[config.mk]
export PLATFORM = sky130hd
export DESIGN_NAME = ring_router_multi
export DESIGN_NICKNAME = d
export VERILOG_FILES = /design/src/rtl/ring_router_multi.sv
export SDC_FILE = /design/constraint.sdc
export NUM_CORES = 1
export LEC_CHECK = 0
export ABC_CLOCK_PERIOD_IN_PS = 4900
export CORE_MARGIN = 10
export CORE_UTILIZATION = 58
export DETAILED_ROUTE_END_ITERATION = 6
export DONT_BUFFER_PORTS = 1
export GPL_ROUTABILITY_DRIVEN = 0
export PLACE_DENSITY = 0.75
export SKIP_CTS_REPAIR_TIMING = 1
export SYNTH_ARGS = -nofsm -noshare
export SYNTH_HDL_FRONTEND = slang
export SYNTH_HIERARCHICAL = 1
export SYNTH_SLANG_ARGS = --single-unit
export TNS_END_PERCENT = 5
[constraint.sdc]
create_clock -name clk -period 4.9 [get_ports clk]
set_clock_uncertainty 0.1 [all_clocks]
set_input_delay 0.735 -clock clk [delete_from_list [all_inputs] [get_ports clk]]
set_output_delay 0.735 -clock clk [all_outputs]
set_load 0.01 [all_outputs]
[src/rtl/ring_router_multi.sv]
// Dual-ring stop serving NUM_LOCAL endpoints that own IDs id..id+NUM_LOCAL-1.
// Ring flits demux to a local port or forward; ring_out0 arbitrates forward vs local injection.
module ring_router_fifo #(
    parameter int DEPTH = 4,
    parameter int W     = 17
) (
    input  logic         clk,
    input  logic         rst,
    input  logic         push,
    input  logic [W-1:0] wdata,
    output logic         full,
    input  logic         pop,
    output logic [W-1:0] rdata,
    output logic         empty
);
    localparam int AW = $clog2(DEPTH);
    localparam int CW = $clog2(DEPTH + 1);

    logic [W-1:0]  mem [DEPTH];
    logic [AW-1:0] wp, rp;
    logic [CW-1:0] cnt;
    logic          do_push, do_pop;

    assign full    = (cnt == CW'(DEPTH));
    assign empty   = (cnt == '0);
    assign rdata   = mem[rp];
    assign do_push = push && !full;
    assign do_pop  = pop && !empty;

    always_ff @(posedge clk) begin
        if (rst) begin
            wp  <= '0;
            rp  <= '0;
            cnt <= '0;
        end else begin
            if (do_push) wp <= (wp == AW'(DEPTH - 1)) ? '0 : wp + 1'b1;
            if (do_pop)  rp <= (rp == AW'(DEPTH - 1)) ? '0 : rp + 1'b1;
            cnt <= cnt + CW'(do_push) - CW'(do_pop);
        end
    end

    always_ff @(posedge clk)
        if (do_push) mem[wp] <= wdata;
endmodule

module ring_router_multi #(
    parameter int BUFFER_SIZE  = 4,
    parameter int NUM_LOCAL    = 2,
    parameter int INJECT_QUOTA = 4
) (
    input  logic                        clk,
    input  logic                        rst,
    input  logic [9:0]                  id,
    input  logic [15:0]                 ring_in0_data,
    input  logic                        ring_in0_valid,
    input  logic                        ring_in0_last,
    output logic                        ring_in0_ready,
    input  logic [15:0]                 ring_in1_data,
    input  logic                        ring_in1_valid,
    input  logic                        ring_in1_last,
    output logic                        ring_in1_ready,
    output logic [15:0]                 ring_out0_data,
    output logic                        ring_out0_valid,
    output logic                        ring_out0_last,
    input  logic                        ring_out0_ready,
    output logic [15:0]                 ring_out1_data,
    output logic                        ring_out1_valid,
    output logic                        ring_out1_last,
    input  logic                        ring_out1_ready,
    input  logic [NUM_LOCAL-1:0][15:0]  local_in_data,
    input  logic [NUM_LOCAL-1:0]        local_in_valid,
    input  logic [NUM_LOCAL-1:0]        local_in_last,
    output logic [NUM_LOCAL-1:0]        local_in_ready,
    output logic [NUM_LOCAL-1:0][15:0]  local_out_data,
    output logic [NUM_LOCAL-1:0]        local_out_valid,
    output logic [NUM_LOCAL-1:0]        local_out_last,
    input  logic [NUM_LOCAL-1:0]        local_out_ready
);
    localparam int TW = $clog2(NUM_LOCAL + 1);
    localparam int LW = (NUM_LOCAL > 1) ? $clog2(NUM_LOCAL) : 1;
    localparam int CW = $clog2(INJECT_QUOTA + 1);
    localparam logic [TW-1:0] FWD = TW'(NUM_LOCAL);

    logic [1:0][15:0]          rd;
    logic [1:0]                rv, rl, rr, busy;
    logic [1:0][9:0]           off;
    logic [1:0][TW-1:0]        dec, cur, tgt;
    logic [1:0][NUM_LOCAL-1:0] loc_rdy;
    logic                      fwd_rdy0, fwd_rdy1;

    assign rd = {ring_in1_data, ring_in0_data};
    assign rv = {ring_in1_valid, ring_in0_valid};
    assign rl = {ring_in1_last, ring_in0_last};
    assign ring_in0_ready = rr[0];
    assign ring_in1_ready = rr[1];

    // Target code NUM_LOCAL means "forward along the ring".
    always_comb begin
        for (int r = 0; r < 2; r++) begin
            off[r] = rd[r][9:0] - id;
            dec[r] = (rd[r][9:0] >= id && off[r] < 10'(NUM_LOCAL)) ? off[r][TW-1:0] : FWD;
            cur[r] = busy[r] ? tgt[r] : dec[r];
        end
    end

    always_comb begin
        for (int r = 0; r < 2; r++) begin
            rr[r] = (cur[r] == FWD) && ((r == 0) ? fwd_rdy0 : fwd_rdy1);
            for (int k = 0; k < NUM_LOCAL; k++)
                if (cur[r] == TW'(k)) rr[r] = loc_rdy[r][k];
        end
    end

    always_ff @(posedge clk) begin
        if (rst) begin
            busy <= '0;
            tgt  <= '0;
        end else begin
            for (int r = 0; r < 2; r++)
                if (rv[r] && rr[r]) begin
                    if (rl[r]) busy[r] <= 1'b0;
                    else if (!busy[r]) begin
                        busy[r] <= 1'b1;
                        tgt[r]  <= dec[r];
                    end
                end
        end
    end

    // Local output muxes: packet-locked round-robin between ring 0 and ring 1.
    logic [NUM_LOCAL-1:0] va, vb, msel, mlock, mlsel, mptr, lo_valid;

    always_comb begin
        for (int k = 0; k < NUM_LOCAL; k++) begin
            va[k]             = rv[0] && (cur[0] == TW'(k));
            vb[k]             = rv[1] && (cur[1] == TW'(k));
            msel[k]           = mlock[k] ? mlsel[k] : ((va[k] && vb[k]) ? mptr[k] : vb[k]);
            lo_valid[k]       = msel[k] ? vb[k] : va[k];
            local_out_data[k] = rd[msel[k]];
            local_out_last[k] = rl[msel[k]];
            loc_rdy[0][k]     = local_out_ready[k] && !msel[k] && !rst;
            loc_rdy[1][k]     = local_out_ready[k] && msel[k] && !rst;
        end
    end

    assign local_out_valid = rst ? '0 : lo_valid;

    always_ff @(posedge clk) begin
        if (rst) begin
            mlock <= '0;
            mlsel <= '0;
            mptr  <= '0;
        end else begin
            for (int k = 0; k < NUM_LOCAL; k++)
                if (lo_valid[k] && local_out_ready[k]) begin
                    mlock[k] <= !local_out_last[k];
                    mlsel[k] <= msel[k];
                    if (local_out_last[k]) mptr[k] <= !msel[k];
                end
        end
    end

    // Ring-0 injection arbiter: ring forward wins unless the quota of
    // consecutive ring grants with locals waiting has been used up.
    logic          fwd_v, any_loc, a_ring, a_ring_q, alock, in0_valid, in0_last, full0, full1;
    logic [15:0]   in0_data;
    logic [LW-1:0] win, a_loc, a_loc_q, aptr;
    logic [CW-1:0] fwd_cnt;

    always_comb begin
        fwd_v   = rv[0] && (cur[0] == FWD);
        any_loc = |local_in_valid;
        win     = aptr;
        for (int k = NUM_LOCAL - 1; k >= 0; k--)
            if (local_in_valid[k]) win = LW'(k);
        for (int k = NUM_LOCAL - 1; k >= 0; k--)
            if (local_in_valid[k] && LW'(k) >= aptr) win = LW'(k);
        if (alock) begin
            a_ring = a_ring_q;
            a_loc  = a_loc_q;
        end else begin
            a_ring = fwd_v && !((fwd_cnt == CW'(INJECT_QUOTA)) && any_loc);
            a_loc  = win;
        end
        in0_valid      = a_ring && fwd_v;
        in0_data       = rd[0];
        in0_last       = rl[0];
        local_in_ready = '0;
        for (int k = 0; k < NUM_LOCAL; k++)
            if (!a_ring && a_loc == LW'(k)) begin
                in0_valid         = local_in_valid[k];
                in0_data          = local_in_data[k];
                in0_last          = local_in_last[k];
                local_in_ready[k] = !full0 && !rst;
            end
        fwd_rdy0 = a_ring && !full0 && !rst;
        fwd_rdy1 = !full1 && !rst;
    end

    always_ff @(posedge clk) begin
        if (rst) begin
            alock    <= 1'b0;
            a_ring_q <= 1'b0;
            a_loc_q  <= '0;
            aptr     <= '0;
            fwd_cnt  <= '0;
        end else if (in0_valid && !full0) begin
            if (!alock) begin
                if (a_ring) fwd_cnt <= any_loc ? fwd_cnt + 1'b1 : '0;
                else begin
                    fwd_cnt <= '0;
                    aptr    <= (a_loc == LW'(NUM_LOCAL - 1)) ? '0 : a_loc + 1'b1;
                end
            end
            alock    <= !in0_last;
            a_ring_q <= a_ring;
            a_loc_q  <= a_loc;
        end
    end

    logic empty0, empty1;

    ring_router_fifo #(.DEPTH(BUFFER_SIZE), .W(17)) u_fifo0 (
        .clk   (clk),
        .rst   (rst),
        .push  (in0_valid),
        .wdata ({in0_last, in0_data}),
        .full  (full0),
        .pop   (ring_out0_ready),
        .rdata ({ring_out0_last, ring_out0_data}),
        .empty (empty0)
    );

    ring_router_fifo #(.DEPTH(BUFFER_SIZE), .W(17)) u_fifo1 (
        .clk   (clk),
        .rst   (rst),
        .push  (rv[1] && (cur[1] == FWD)),
        .wdata ({rl[1], rd[1]}),
        .full  (full1),
        .pop   (ring_out1_ready),
        .rdata ({ring_out1_last, ring_out1_data}),
        .empty (empty1)
    );

    assign ring_out0_valid = !empty0 && !rst;
    assign ring_out1_valid = !empty1 && !rst;
endmodule

==> flow_metrics.env <==
export IMPL_coreArea_mm2=0.0158
export IMPL_ys_types=89
export IMPL_drt_total_wl_mm=22.9
export IMPL_synth_top_area_frac=0.440
export IMPL_ys_seq_area_frac=0.520
export IMPL_cellLeakagePower_nw=3.65
export IMPL_grt_pass1_vias=6200
export IMPL_ir_drop_mv=0.211
export IMPL_start_kind="primary input"
export IMPL_status="finished clean"
export IMPL_fin_tns_setup_ps=0
export IMPL_synth_warnings=6
export IMPL_critical_path_arrival_ps=3950
export IMPL_num_io_pins=164
export IMPL_vias=6146
export IMPL_path_clk_slew_ps=60
export IMPL_cts_tree="built"
export IMPL_path_class="in2out"
export IMPL_synthToLayoutAreaGrowth_pct=9.02
export IMPL_final_cell_mix="136 x edfxtp_1, 48 x inv_1, 39 x nand2_1, 37 x dfxtp_1"
export IMPL_fmax_mhz=209
export IMPL_place_ws_ps=101
export IMPL_grt_max_degree=42
export IMPL_synth_top_area_cell="edfxtp_1"
export IMPL_syn_area_mm2=0.00928
export IMPL_layout_commonest_cell="edfxtp_1"
export IMPL_drv_slew=0
export IMPL_cp_required_ps=4070
export IMPL_fin_crit_ps=4790
export IMPL_crit_path_end="local_out_last[0]"
export IMPL_cp_buffers_inverters=3
export IMPL_worstMarginPinSlew_ps=957
export IMPL_die_h_um=146
export IMPL_initial_utilization=0.588
export IMPL_ys_async_sr_fraction=0
export IMPL_layout_drive_gt1_share=0.213
export IMPL_rr_startpoint="busy[0]"
export IMPL_cp_slowest_cell="fa_1"
export IMPL_slew_headroom=0.362
export IMPL_clock_latency_ps=430
export IMPL_wl_per_cell_um=24.0
export IMPL_numCtsBuffers=17
export IMPL_period_share=0.977
export IMPL_setup_viol_count_final=0
export IMPL_hold_violations=0
export IMPL_worstSetupPathDepth=13
export IMPL_powerDensity_mw_per_mm2=444
export IMPL_dr_pass1_iters=5
export IMPL_antenna_cells=0
export IMPL_clock_sinks=173
export IMPL_fin_cells=952
export IMPL_ys_seq_elements=173
export IMPL_grt_overflow_total=0
export IMPL_rows=46
export IMPL_crit_top_cell="inv_1"
export IMPL_drt_initial_drc_count=422
export IMPL_root_buffer="clkbuf_16"
export IMPL_synth_edf_count=136
export IMPL_grt_antenna_before_repair=0
export IMPL_synth_cells=715
export IMPL_die_area_mm2=0.0215
export IMPL_final_area_mm2=0.0101
export IMPL_reg2reg_depth=15
export IMPL_die_w_um=146
export IMPL_clock_path_buffers=2
export IMPL_dpl_cell_count=920
export IMPL_synth_ff_type="edfxtp_1"
export IMPL_path_max_fanout=8
export IMPL_hold_path_class="in2reg"
export IMPL_numPortBuffers=0
export IMPL_synth_nets=843
export IMPL_syn_area_per_cell_um2=13.0
export IMPL_rsz0062_at_grt="yes"
export IMPL_hpwlAfterDp_mm=16.8
export IMPL_cp_cell_sequence="inv_1 -> ha_1 -> inv_1 -> fa_1 -> nor2b_1 -> a2111oi_4 -> o311ai_1 -> nor4_2 -> a31oi_2 -> o31a_1 -> a32oi_4 -> buf_4 -> mux2_2"
export IMPL_reg2reg_slack_ps=1480
export IMPL_cp_top_family="compound AO/OA/AOI/OAI gates"
export IMPL_critPathMaxStageDelay_ps=460
export IMPL_nNetsFinal=851
export IMPL_cp_startpoint="ring_in0_data[0]"
export IMPL_routed_via_density=6.46
export IMPL_p_total_mw=4.49
export IMPL_grtUsageTotal=0.210
export IMPL_synth_area_leaders="edfxtp_1 44%, mux4_2 8.3%, dfxtp_1 8.0%"
export IMPL_grt_first_pass_wirelength_mm=35.2
export IMPL_endpoint_kind="primary output"
export IMPL_ant_nets=0
export IMPL_worst_slack_ps=112
export IMPL_drv_cap=0
export IMPL_placedInstanceArea_mm2=0.00957
export IMPL_worstReg2RegEnd="u_fifo0/cnt[2]"
export IMPL_htreeDepth=4
export IMPL_drc=0
-- power breakdown --
part	leakage [nW]	internal, mW	total [mW]	switching [mW]
Clock	0.270	0.678	1.23	0.554
Combinational	1.83	0.527	1.26	0.737
Sequential	1.55	1.88	2.00	0.121
-- flip-flops by register name, summed over array words and instances, names as in the netlist, 3 cells and up, named ones only --
register and cells:
u_fifo1/mem 68, tgt 4, u_fifo0/cnt 3, u_fifo0/mem 68, fwd_cnt 3, u_fifo1/cnt 3
-- how the worst min path moves through the flow --
stage	slack (ps)	endpoint	from	depth (start not counted)
final	270	fwd_cnt[1]	rst	1
after global placement	350	tgt[3]	tgt[3]	2
after detailed placement	370	tgt[3]	tgt[3]	2
after CTS	260	u_fifo0/wp[1]	rst	1
after floorplan	340	tgt[3]	tgt[3]	2
after global routing	250	fwd_cnt[1]	rst	1
-- cell type report --
| class | instances | area (um2) |
|---|---|---|
| clock inverters | 11 | 85.1 |
| well taps | 216 | 270 |
| fillers | 1195 | 5650 |
| clock buffers | 21 | 458 |
| multi-input cells | 465 | 4140 |
| repair buffers | 17 | 153 |
| inverters | 49 | 184 |
| flip-flops and latches | 173 | 4820 |
-- worst reg2reg max path: stages (launching register included) --
cell     delay, ps
dfxtp_1        400
nor2_1         140
nor4b_1        340
o211a_1        280
nand2_1        180
a31oi_1        290
or2_2          170
and2_4         140
inv_1           40
ha_1           260
inv_1           40
ha_1           180
fa_1           380
xnor2_1        180
xnor2_1        140
nor2_1          50
-- per-stage QoR --
step                      utilization  hold WS [ps]
after floorplan                     -           335
after detailed placement        0.607           369
after global placement          0.607           349
after global routing            0.642           249
final                           0.642           271
after CTS                       0.641           257
-- Yosys cell counts (3+ instances only) --
library cell    n
edfxtp_1      136
inv_1          48
nand2_1        39
dfxtp_1        37
ha_1           36
nor2_1         36
mux4_2         34
mux2_2         33
o21ai_0        32
mux2i_1        28
a21oi_1        25
nor2b_1        16
nand3_1        15
nor3_1         12
clkbuf_1       11
a31oi_1         9
o31ai_1         8
a21o_1          7
or3_1           7
and3_2          6
nand4_1         6
o211ai_1        6
xnor2_1         6
buf_4           5
nand2b_1        5
o211a_1         5
a211oi_1        4
a221oi_2        4
and3_1          4
buf_1           4
buf_6           4
fa_1            4
a32o_1          3
a32oi_1         3
and2_4          3
buf_2           3
o2111ai_1       3
o22ai_1         3
xor2_1          3
-- routing by layer --
metal,up-vias,part of all wire,global-route usage
met3,28,0.082,0.0677
met1,3090,0.40,0.255
met4,0,0.015,0.0611
met5,-,0,0
li1,2790,-,-
met2,238,0.50,0.351
-- logic make-up after synthesis --
kind of cell    count (synthesis)  share of synthesized area
compound gates                149                      0.126
mux                            95                      0.153
fa+ha+maj                      41                     0.0582
xor+xnor                        9                    0.00849
flops                         173                      0.520
simple gates                  171                     0.0982
buf+inv                        77                     0.0369
Power figures use the tool's default switching activity.
